## config.mk

```make
export PLATFORM = sky130hd
export DESIGN_NAME = rs_forney
export DESIGN_NICKNAME = d
export VERILOG_FILES = /design/src/rtl/rs_forney_pkg.sv /design/src/rtl/rs_forney_gf256_inv.sv /design/src/rtl/rs_forney.sv
export SDC_FILE = /design/constraint.sdc
export NUM_CORES = 1
export LEC_CHECK = 0
export ABC_AREA = 1
export CAP_MARGIN = 10
export CORE_UTILIZATION = 30
export DETAILED_ROUTE_END_ITERATION = 8
export HOLD_SLACK_MARGIN = 0.08
export RECOVER_POWER = 25
export SYNTH_ARGS = -nofsm -noshare
export SYNTH_HDL_FRONTEND = slang
export SYNTH_SLANG_ARGS = --single-unit
```

## constraint.sdc

```tcl
create_clock -name clk -period 2.9 [get_ports clk]
set_input_delay 0.58 -clock clk [delete_from_list [all_inputs] [get_ports clk]]
set_output_delay 0.58 -clock clk [all_outputs]
set_load 0.05 [all_outputs]
```

## src/rtl/rs_forney_pkg.sv

```systemverilog
// Shared GF(256) constants, FSM state encoding and the combinational GF multiplier
// used by the Forney error-magnitude block.
package rs_forney_pkg;

    localparam int DATA_W = 8;
    localparam logic [DATA_W-1:0] GF_POLY = 8'h1D;
    localparam int INV_CYCLES = 8;
    localparam int CNT_W = $clog2(INV_CYCLES);

    typedef enum logic [2:0] {
        IDLE,
        CHK,
        INV1,
        MUL1,
        INV2,
        MUL2,
        FIN
    } state_t;

    // Shift-and-add multiply over GF(2^8) with x^8 folded back as GF_POLY.
    function automatic logic [DATA_W-1:0] gf256mul(input logic [DATA_W-1:0] a,
                                                   input logic [DATA_W-1:0] b);
        logic [DATA_W-1:0] p;
        logic [DATA_W-1:0] sh;
        p  = '0;
        sh = a;
        for (int i = 0; i < DATA_W; i++) begin
            if (b[i]) begin
                p = p ^ sh;
            end
            sh = sh[DATA_W-1] ? ({sh[DATA_W-2:0], 1'b0} ^ GF_POLY) : {sh[DATA_W-2:0], 1'b0};
        end
        return p;
    endfunction

endpackage

```

## src/rtl/rs_forney_gf256_inv.sv

```systemverilog
// GF(256) inverter: computes din^254 by MSB-first square-and-multiply, one exponent
// bit per clock, result on dout with valid pulsing INV_CYCLES edges after start.
module gf256_inv
    import rs_forney_pkg::*;
(
    input  logic              clk,
    input  logic              rst,
    input  logic              start,
    input  logic [DATA_W-1:0] din,
    output logic [DATA_W-1:0] dout,
    output logic              valid
);

    localparam logic [DATA_W-1:0] EXP = 8'hFE;

    logic              busy;
    logic [CNT_W-1:0]  bit_idx;
    logic [DATA_W-1:0] base_p0;
    logic [DATA_W-1:0] acc_p0;
    logic [DATA_W-1:0] sq;

    assign sq   = gf256mul(acc_p0, acc_p0);
    assign dout = acc_p0;

    always_ff @(posedge clk) begin
        if (rst) begin
            busy    <= 1'b0;
            valid   <= 1'b0;
            bit_idx <= '0;
        end else begin
            valid <= 1'b0;
            if (start) begin
                busy    <= 1'b1;
                bit_idx <= CNT_W'(INV_CYCLES - 1);
            end else if (busy) begin
                if (bit_idx == '0) begin
                    busy  <= 1'b0;
                    valid <= 1'b1;
                end else begin
                    bit_idx <= bit_idx - 1'b1;
                end
            end
        end
    end

    // stage p0: accumulator holds din^(leading exponent bits processed so far)
    always_ff @(posedge clk) begin
        if (start) begin
            base_p0 <= din;
            acc_p0  <= 8'h01;
        end else if (busy) begin
            acc_p0 <= EXP[bit_idx] ? gf256mul(sq, base_p0) : sq;
        end
    end

endmodule

```

## src/rtl/rs_forney.sv

```systemverilog
// Forney error-magnitude evaluator for up to two errors over GF(256), with an
// in-line byte stream corrector that applies the magnitudes once they are ready.
module rs_forney
    import rs_forney_pkg::*;
(
    input  logic              clk,
    input  logic              rst,
    input  logic              start,
    input  logic [1:0]        error_num,
    input  logic [DATA_W-1:0] s1,
    input  logic [DATA_W-1:0] s2,
    input  logic [DATA_W-1:0] x1,
    input  logic [DATA_W-1:0] x2,
    input  logic [DATA_W-1:0] el1,
    input  logic [DATA_W-1:0] el2,
    input  logic              byte_in_valid,
    input  logic [DATA_W-1:0] byte_in,
    output logic              byte_out_valid,
    output logic [DATA_W-1:0] byte_out,
    output logic [DATA_W-1:0] err_val1,
    output logic [DATA_W-1:0] err_val2,
    output logic              done,
    output logic              fail
);

    state_t            state;
    state_t            state_n;
    logic              chk_ph;
    logic [CNT_W-1:0]  inv_cnt;
    logic              inv_last;
    logic              done_seen;
    logic [DATA_W-1:0] idx;

    logic [1:0]        en_p0;
    logic [DATA_W-1:0] s1_p0, s2_p0, x1_p0, x2_p0, el1_p0, el2_p0;
    logic [DATA_W-1:0] den1_p1, den2_p1;

    logic [DATA_W-1:0] sx, den1_c, den2_c, num1, num2, y1, y2, mask;
    logic              chk_fail, mul1_ok, mul2_ok, corr_en;

    logic              inv_start;
    logic [DATA_W-1:0] inv_din;
    logic [DATA_W-1:0] inv_dout;
    logic              inv_valid;

    gf256_inv u_inv (
        .clk   (clk),
        .rst   (rst),
        .start (inv_start),
        .din   (inv_din),
        .dout  (inv_dout),
        .valid (inv_valid)
    );

    assign sx       = x1_p0 ^ x2_p0;
    assign den1_c   = (en_p0 == 2'd1) ? x1_p0 : gf256mul(x1_p0, sx);
    assign den2_c   = gf256mul(x2_p0, sx);
    assign num1     = (en_p0 == 2'd1) ? s1_p0 : (gf256mul(s1_p0, x2_p0) ^ s2_p0);
    assign num2     = gf256mul(s1_p0, x1_p0) ^ s2_p0;
    assign y1       = gf256mul(num1, inv_dout);
    assign y2       = gf256mul(num2, inv_dout);
    assign chk_fail = (en_p0 == 2'd3)
                   || (en_p0 != 2'd0 && x1_p0 == '0)
                   || (en_p0 == 2'd2 && (x2_p0 == '0 || x1_p0 == x2_p0));

    assign inv_last  = (inv_cnt == CNT_W'(INV_CYCLES - 1));
    assign inv_start = (state == CHK && chk_ph) || (state == MUL1 && en_p0 == 2'd2);
    assign inv_din   = (state == CHK) ? den1_p1 : den2_p1;
    assign mul1_ok   = (state == MUL1) && inv_valid;
    assign mul2_ok   = (state == MUL2) && inv_valid;
    assign corr_en   = done_seen && !fail && !start;

    always_comb begin
        mask = '0;
        if (corr_en && en_p0 != 2'd0 && idx == el1_p0) begin
            mask = mask ^ err_val1;
        end
        if (corr_en && en_p0 == 2'd2 && idx == el2_p0) begin
            mask = mask ^ err_val2;
        end
    end

    // CHK spends a second cycle on the compute path so the denominators are
    // registered before they feed the inverter.
    always_comb begin
        state_n = state;
        case (state)
            IDLE: state_n = IDLE;
            CHK: begin
                if (chk_fail || en_p0 == 2'd0) begin
                    state_n = FIN;
                end else if (chk_ph) begin
                    state_n = INV1;
                end
            end
            INV1:    if (inv_last) state_n = MUL1;
            MUL1:    state_n = (en_p0 == 2'd2) ? INV2 : FIN;
            INV2:    if (inv_last) state_n = MUL2;
            MUL2:    state_n = FIN;
            FIN:     state_n = IDLE;
            default: state_n = IDLE;
        endcase
        if (start) begin
            state_n = CHK;
        end
    end

    always_ff @(posedge clk) begin
        if (rst) begin
            state          <= IDLE;
            chk_ph         <= 1'b0;
            inv_cnt        <= '0;
            done           <= 1'b0;
            fail           <= 1'b0;
            done_seen      <= 1'b0;
            err_val1       <= '0;
            err_val2       <= '0;
            idx            <= '0;
            byte_out_valid <= 1'b0;
            byte_out       <= '0;
        end else begin
            state  <= state_n;
            chk_ph <= !start && state == CHK && !chk_ph;
            done   <= !start && state == FIN;
            if ((state == INV1 || state == INV2) && state_n == state) begin
                inv_cnt <= inv_cnt + 1'b1;
            end else begin
                inv_cnt <= '0;
            end

            if (start) begin
                fail      <= 1'b0;
                done_seen <= 1'b0;
                err_val1  <= '0;
                err_val2  <= '0;
            end else begin
                if (state == CHK && !chk_ph && chk_fail) begin
                    fail <= 1'b1;
                end
                if ((mul1_ok && y1 == '0) || (mul2_ok && y2 == '0)) begin
                    fail <= 1'b1;
                end
                if (state == FIN) begin
                    done_seen <= 1'b1;
                end
                if (mul1_ok) begin
                    err_val1 <= y1;
                end
                if (mul2_ok) begin
                    err_val2 <= y2;
                end
            end

            if (start) begin
                idx <= byte_in_valid ? 8'd1 : 8'd0;
            end else if (byte_in_valid && idx != 8'hFF) begin
                idx <= idx + 1'b1;
            end

            // stage p1: corrected byte, one cycle behind byte_in
            byte_out_valid <= byte_in_valid;
            byte_out       <= byte_in ^ mask;
        end
    end

    always_ff @(posedge clk) begin
        if (start) begin
            en_p0  <= error_num;
            s1_p0  <= s1;
            s2_p0  <= s2;
            x1_p0  <= x1;
            x2_p0  <= x2;
            el1_p0 <= el1;
            el2_p0 <= el2;
        end
        if (state == CHK && !chk_ph) begin
            den1_p1 <= den1_c;
            den2_p1 <= den2_c;
        end
    end

endmodule

```

==> results of run 1 <==
[layer usage]
metal | GRT usage [%] | routed length (um) | vias to the layer above | part of all wire (%)
met5 | 0 | 0 | - | 0
met4 | 6.29 | 1580 | 0 | 2.6
met3 | 2.60 | 3180 | 106 | 5.2
met2 | 34.7 | 29200 | 609 | 48
met1 | 27.4 | 27300 | 9308 | 45
li1 | - | - | 10114 | -
[power groups by stage]
stage | sequential, mW | combinational [mW] | clock, mW
after global placement | 2.35 | 8.27 | 0
after CTS | 2.32 | 9.38 | 2.17
after global routing | 2.34 | 11.7 | 2.24
after floorplan | 2.34 | 5.57 | 0
after detailed placement | 2.35 | 8.34 | 0
final | 2.33 | 10.7 | 2.13
[flip-flops by register name, indices dropped and copies added (netlist names), 2 cells and up, named ones only]
name,count
byte_out,8
den1_p1,8
den2_p1,8
el1_p0,8
el2_p0,8
err_val1,8
err_val2,8
idx,8
s1_p0,8
s2_p0,8
u_inv.base_p0,8
u_inv.dout,8
x1_p0,8
x2_p0,8
inv_cnt,3
state,3
u_inv.bit_idx,3
en_p0,2
[cell usage after synthesis, drive strengths merged (4+ instances only)]
master	number
dfxtp	57
ha	10
o211ai	7
edfxtp	74
or2	11
nand3	423
nand2	1243
nand3b	14
a211oi	4
o21bai	6
clkinv	7
xor2	162
buf	57
nor2	220
nor4	6
o21ai	69
xnor2	110
clkbuf	30
nor3	6
nand4	18
a21oi	49
inv	337
[timing repair]
action / 4_1_cts / 5_1_grt
endpoints found under the setup margin: 29 / 34
pin swaps: 133 / 200
setup buffers: 52 / 33
gates resized for setup: 379 / 368
gates cloned: 2 / 6
endpoints found under the hold margin: 0 / 0
[worst max-delay path, delay by kind of cell (launching register included)]
family | cells | cell delay [ns]
AO/OA/AOI/OAI | 1 | 0.08
XOR/XNOR | 1 | 0.20
buffers and inverters | 6 | 0.69
flip-flops | 1 | 0.53
AND/OR/NAND/NOR | 23 | 1.87
[kinds of logic after synthesis]
family	synth area share (%)
and+or+nand+nor	49.3
AOI/OAI and AO/OA	5.03
DFF	19.9
adders and majority gates	0.742
buffers and inverters	10.5
xor gates and xnor gates	14.5
[per-stage QoR]
step	utilization, %	hold WS [ns]	setup WS (ns)	setup TNS (ns)	cell area, um^2
finish	45.5	0.429	-0.588	-9.21	25200
floorplan	-	0.399	0.00662	0	16900
CTS	42.2	0.432	-0.461	-6.78	23300
detailed placement	37.8	0.424	-0.671	-10.45	20900
global route	45.5	0.440	-0.808	-15.13	25200
global placement	37.8	0.416	-0.665	-9.79	20900
[worst min path at each step]
stage,to,startpoint,slack (ns),cells after the start
2_1_floorplan,inv_cnt[0],inv_cnt[0],0.40,1
3_3_place_gp,inv_cnt[0],inv_cnt[0],0.42,1
3_5_place_dp,inv_cnt[0],inv_cnt[0],0.42,1
4_1_cts,inv_cnt[0],inv_cnt[0],0.43,1
5_1_grt,inv_cnt[0],inv_cnt[0],0.44,1
6_report,inv_cnt[0],inv_cnt[0],0.43,1
[final cells by class]
class	instances	share of cell area, %
well taps	748	3.72
repair inverters	1	0.0348
repair buffers	514	17.6
multi-input cells	2380	57.6
flip-flops and latches	131	13.4
inverters	344	5.37
clock inverters	9	0.264
clock buffers	23	1.99
==> impl_metrics.env, run 1 <==
export IMPL_io_pins=89
export IMPL_syn_nets=3011
export IMPL_mostFrequentLayoutCells="903 x nand2_1, 372 x buf_4, 286 x inv_1"
export IMPL_nNetsFinal=3461
export IMPL_cp_required_ns=3.24
export IMPL_grt_overflow_total=0
export IMPL_regArea_um2=3380
export IMPL_yosysWarningCount=0
export IMPL_maxSlewHeadroom_pct=51.5
export IMPL_rows=86
export IMPL_crit_path_start_kind="register"
export IMPL_peakVddDrop_mv=0.562
export IMPL_critPathMaxFanout=8
export IMPL_drive_gt1_share_pct=33.6
export IMPL_clk_latency_ns=0.47
export IMPL_cp_slowest_cell="edfxtp_1"
export IMPL_rsz0062_at_grt="true"
export IMPL_synth_seq_cells=131
export IMPL_cap_violations=0
export IMPL_clockBufferDepth=2
export IMPL_finalPower_mw=15.2
export IMPL_port_buffers=88
export IMPL_power_switching_mw=7.33
export IMPL_fp_dieH_um=239
export IMPL_grt_max_degree=53
export IMPL_cp_arrival_ns=3.83
export IMPL_tightest_slew_ns=0.727
export IMPL_setup_slack_ns=-0.588
export IMPL_period_needed_ns=3.49
export IMPL_seq_area_frac_synth_pct=19.9
export IMPL_synth_cells=2939
export IMPL_die_x_um=239
export IMPL_p_per_area_nw_per_um2=604
export IMPL_avgViaCountPerCell=4.85
export IMPL_post_synth_cell_area_avg_um2=5.74
export IMPL_r2r_setup_slack_ns=-0.59
export IMPL_pwr_share_seq_pct=15.3
export IMPL_area_delta_synth_final_pct=49.2
export IMPL_vias=20137
export IMPL_antenna_found_initial=0
export IMPL_outcome="complete, but fails checks"
export IMPL_hp_class="reg2reg"
export IMPL_crit_path_end="fail"
export IMPL_diodes=0
export IMPL_endpoint_kind="register"
export IMPL_critPathMaxStageDelay_ns=0.53
export IMPL_cts_clk_slew_worst_paths_ns=0.06
export IMPL_final_max_slew_violation_count=0
export IMPL_violations="setup timing"
export IMPL_drtPass1Iterations=6
export IMPL_grt_util_all_layers_pct=20.7
export IMPL_wl_per_cell_um=14.8
export IMPL_post_place_cells=4026
export IMPL_layout_cells_non_filler=4150
export IMPL_finalHoldViolations=0
export IMPL_htree_num_levels=4
export IMPL_critPathKind="reg2reg"
export IMPL_cpMostUsedCell="nand2_1"
export IMPL_timing_final_crit_share_pct=120
export IMPL_synth_ff_type="edfxtp_1"
export IMPL_nFillCells=5535
export IMPL_synthTopCellsByArea="nand2_1 26%, edfxtp_1 13%, nand3_1 12%"
export IMPL_p_sw_share_pct=48.3
export IMPL_finalClockSkew_ns=0.0141
export IMPL_coreArea_um2=55300
export IMPL_yosysUniqueCellTypes=53
export IMPL_ys_async_sr_fraction_pct=0
export IMPL_synth_top_area_share_pct=26.1
export IMPL_cts_root_buf="clkbuf_16"
export IMPL_dp_hpwl_mm=45.7
export IMPL_pwr_share_clk_pct=14.0
export IMPL_cts_tree="yes"
export IMPL_setup_worst_path_start="s1_p0[1]"
export IMPL_grt_pass1_wl_mm=94.2
export IMPL_ant_nets=0
export IMPL_r2r_cells=31
export IMPL_synth_edff_count=74
export IMPL_multi_input_area_um2=14500
export IMPL_crit_reg2reg_launch="s1_p0[1]"
export IMPL_setup_viol=25
export IMPL_synth_area_um2=16900
export IMPL_grt_pass1_vias=18401
export IMPL_combPwrFrac_pct=70.6
export IMPL_p_leak_nw=12.3
export IMPL_numCtsBuffers=17
export IMPL_die_area_um2=57200
export IMPL_layout_commonest_cell="nand2_1"
export IMPL_place_gp_congestion=0.941
export IMPL_drc=0
export IMPL_fmax_mhz=287
export IMPL_start_util_pct=30.5
export IMPL_hold_buffers=0
export IMPL_drt_iter0_drc=1602
export IMPL_p_int_mw=7.86
export IMPL_routed_wl_mm=61.3
export IMPL_r2r_end="fail"
export IMPL_yosysTopAreaCell="nand2_1"
export IMPL_cts_sinks=131
(Power assumes the default switching activity.)
==> run 2, diff against run 1 <==
--- a/config.mk
+++ b/config.mk
@@ -7,8 +7,9 @@
 export LEC_CHECK = 0
 export ABC_AREA = 1
 export CAP_MARGIN = 10
-export CORE_UTILIZATION = 30
+export CORE_UTILIZATION = 40
 export DETAILED_ROUTE_END_ITERATION = 8
+export DONT_BUFFER_PORTS = 1
 export HOLD_SLACK_MARGIN = 0.08
 export RECOVER_POWER = 25
 export SYNTH_ARGS = -nofsm -noshare
==> run 2 against run 1 <==
Net effect: the run still ends with setup timing left; first-iteration DRC count decreased by 7.2%; register-to-register slack improved by 0.02 ns; global-route usage rose by 7.2 points; sequential power is essentially flat; setup slack better by 0.016 ns; combinational power increased by 8%; count of clock-buffer cells in the layout decreased by 5; clock skew shrank 0.0030 ns; total power increased by 5.6%; non-clock buffer count shrank 86; cell area decreased by 0.28%; wire length rose by 2.6%; largest power group unchanged.
==> impl_metrics.env, run 2 (synthesis gave the netlist of run 1 again) <==
export IMPL_drc=0
export IMPL_area_delta_synth_final_pct=48.8
export IMPL_nNetsFinal=3375
export IMPL_nFillCells=3677
export IMPL_antenna_found_initial=0
export IMPL_grt_pass1_wl_mm=96.2
export IMPL_cts_root_buf="clkbuf_16"
export IMPL_post_place_cells=3722
export IMPL_fmax_mhz=288
export IMPL_die_x_um=207
export IMPL_crit_path_start_kind="register"
export IMPL_cp_arrival_ns=3.88
export IMPL_hold_path_startpoint="rst"
export IMPL_setup_slack_ns=-0.572
export IMPL_port_buffers=0
export IMPL_dp_hpwl_mm=46.1
export IMPL_finalClockSkew_ns=0.0111
export IMPL_maxSlewHeadroom_pct=53.6
export IMPL_clk_latency_ns=0.48
export IMPL_place_ws_ns=-0.736
export IMPL_holdPathEnd="state[0]"
export IMPL_critPathMaxStageDelay_ns=0.34
export IMPL_r2r_end="fail"
export IMPL_use_met2_pct=47.4
export IMPL_coreArea_um2=41200
export IMPL_layout_cells_non_filler=3848
export IMPL_ant_nets=0
export IMPL_place_gp_congestion=0.964
export IMPL_clockBufferDepth=2
export IMPL_hp_class="in2reg"
export IMPL_avgViaCountPerCell=5.27
export IMPL_grt_overflow_total=0
export IMPL_outcome="complete, but fails checks"
export IMPL_tightest_slew_ns=0.693
export IMPL_final_cell_area_um2=25100
export IMPL_peakVddDrop_mv=0.588
export IMPL_routed_wl_mm=62.9
export IMPL_rsz0062_at_grt="true"
export IMPL_timing_final_crit_share_pct=120
export IMPL_wl_per_cell_um=16.3
export IMPL_critPathMaxFanout=7
export IMPL_numCtsBuffers=17
export IMPL_drive_gt1_share_pct=39.4
export IMPL_cap_violations=0
export IMPL_final_max_slew_violation_count=0
export IMPL_critPathKind="reg2reg"
export IMPL_rows=74
export IMPL_grt_pass1_vias=18855
export IMPL_r2r_cells=28
export IMPL_vias=20282
export IMPL_period_needed_ns=3.47
export IMPL_cts_clk_slew_worst_paths_ns=0.06
export IMPL_use_met1_pct=35.0
export IMPL_grt_max_degree=57
export IMPL_die_area_um2=43000
export IMPL_multi_input_area_um2=15600
export IMPL_p_leak_nw=12.3
export IMPL_grt_util_all_layers_pct=27.9
export IMPL_setup_viol=25
export IMPL_dpl_cell_area_um2=19600
export IMPL_hold_depth=1
export IMPL_diodes=0
export IMPL_r2r_setup_slack_ns=-0.57
export IMPL_cts_tree="yes"
export IMPL_crit_reg2reg_launch="s1_p0[7]"
export IMPL_endpoint_kind="register"
export IMPL_drt_iter0_drc=1487
export IMPL_fp_dieH_um=207
export IMPL_finalHoldViolations=0
export IMPL_p_per_area_nw_per_um2=639
export IMPL_start_util_pct=40.9
export IMPL_cp_required_ns=3.31
export IMPL_htree_num_levels=4
export IMPL_cpMostUsedCell="nand2_2"
export IMPL_met3_usage_pct=4.52
export IMPL_layout_commonest_cell="nand2_1"
export IMPL_violations="setup timing"
export IMPL_tns_ns=-9.80
export IMPL_cts_sinks=131
export IMPL_grt_busiest_layer="met2"
export IMPL_regArea_um2=3380
export IMPL_cp_slowest_cell="edfxtp_1"
export IMPL_drtPass1Iterations=6
export IMPL_mostFrequentLayoutCells="811 x nand2_1, 349 x buf_4, 293 x nand2_2"
export IMPL_io_pins=89
run 2: metrics by stage:
stage          utilization [%]  power, mW  hold slack [ns]
2_1_floorplan                -       7.91            0.399
3_3_place_gp              47.7       10.4            0.406
3_5_place_dp              47.7       10.5            0.425
4_1_cts                   53.8       13.8            0.128
5_1_grt                   60.9       17.1            0.126
6_report                  60.9       16.0            0.159
run 2: worst max path at each step:
stage / from / endpoint / cells after the start
2_1_floorplan: u_inv.dout[0] / u_inv.dout[4] / 28
3_3_place_gp: s1_p0[7] / fail / 30
3_5_place_dp: s1_p0[7] / fail / 29
4_1_cts: s1_p0[7] / fail / 29
5_1_grt: s1_p0[7] / fail / 31
6_report: s1_p0[7] / fail / 28
run 2: report_power, final:
group          switching, mW  leakage [nW]  internal (mW)
Combinational           6.94          10.8           4.63
Sequential             0.140          1.18           2.22
Clock                  0.923         0.257           1.18
run 2: per-layer routing:
| metal | part of all wire (%) | wire length [um] | vias up |
|---|---|---|---|
| li1 | - | - | 9955 |
| met1 | 42 | 26700 | 9521 |
| met2 | 48 | 30400 | 650 |
| met3 | 5.2 | 3290 | 156 |
| met4 | 4.0 | 2510 | 0 |
| met5 | 0 | 0 | - |
run 2: critical path: cells and delay by family (launching register included):
family                 cells  cell delay, ns
buffers and inverters      7            0.82
XOR/XNOR                   3            0.69
flip-flops                 1            0.34
AND/OR/NAND/NOR           17            1.42
AO/OA/AOI/OAI              1            0.10
run 2: final cells by class:
cell class                      count  area share [%]
Inverter                          344            5.35
Clock buffer                       18            1.71
Multi-Input combinational cell   2381            62.1
Clock inverter                     14           0.519
Tap cell                          532            2.65
Timing Repair Buffer              428            14.2
Sequential cell                   131            13.5
run 2: timing repair:
item,in CTS,in global routing
endpoints found under the setup margin,25,32
pin swaps,173,360
gates resized for setup,418,620
gates cloned,3,1
hold endpoints to repair,0,0
setup buffers,35,58
hold buffers,0,0
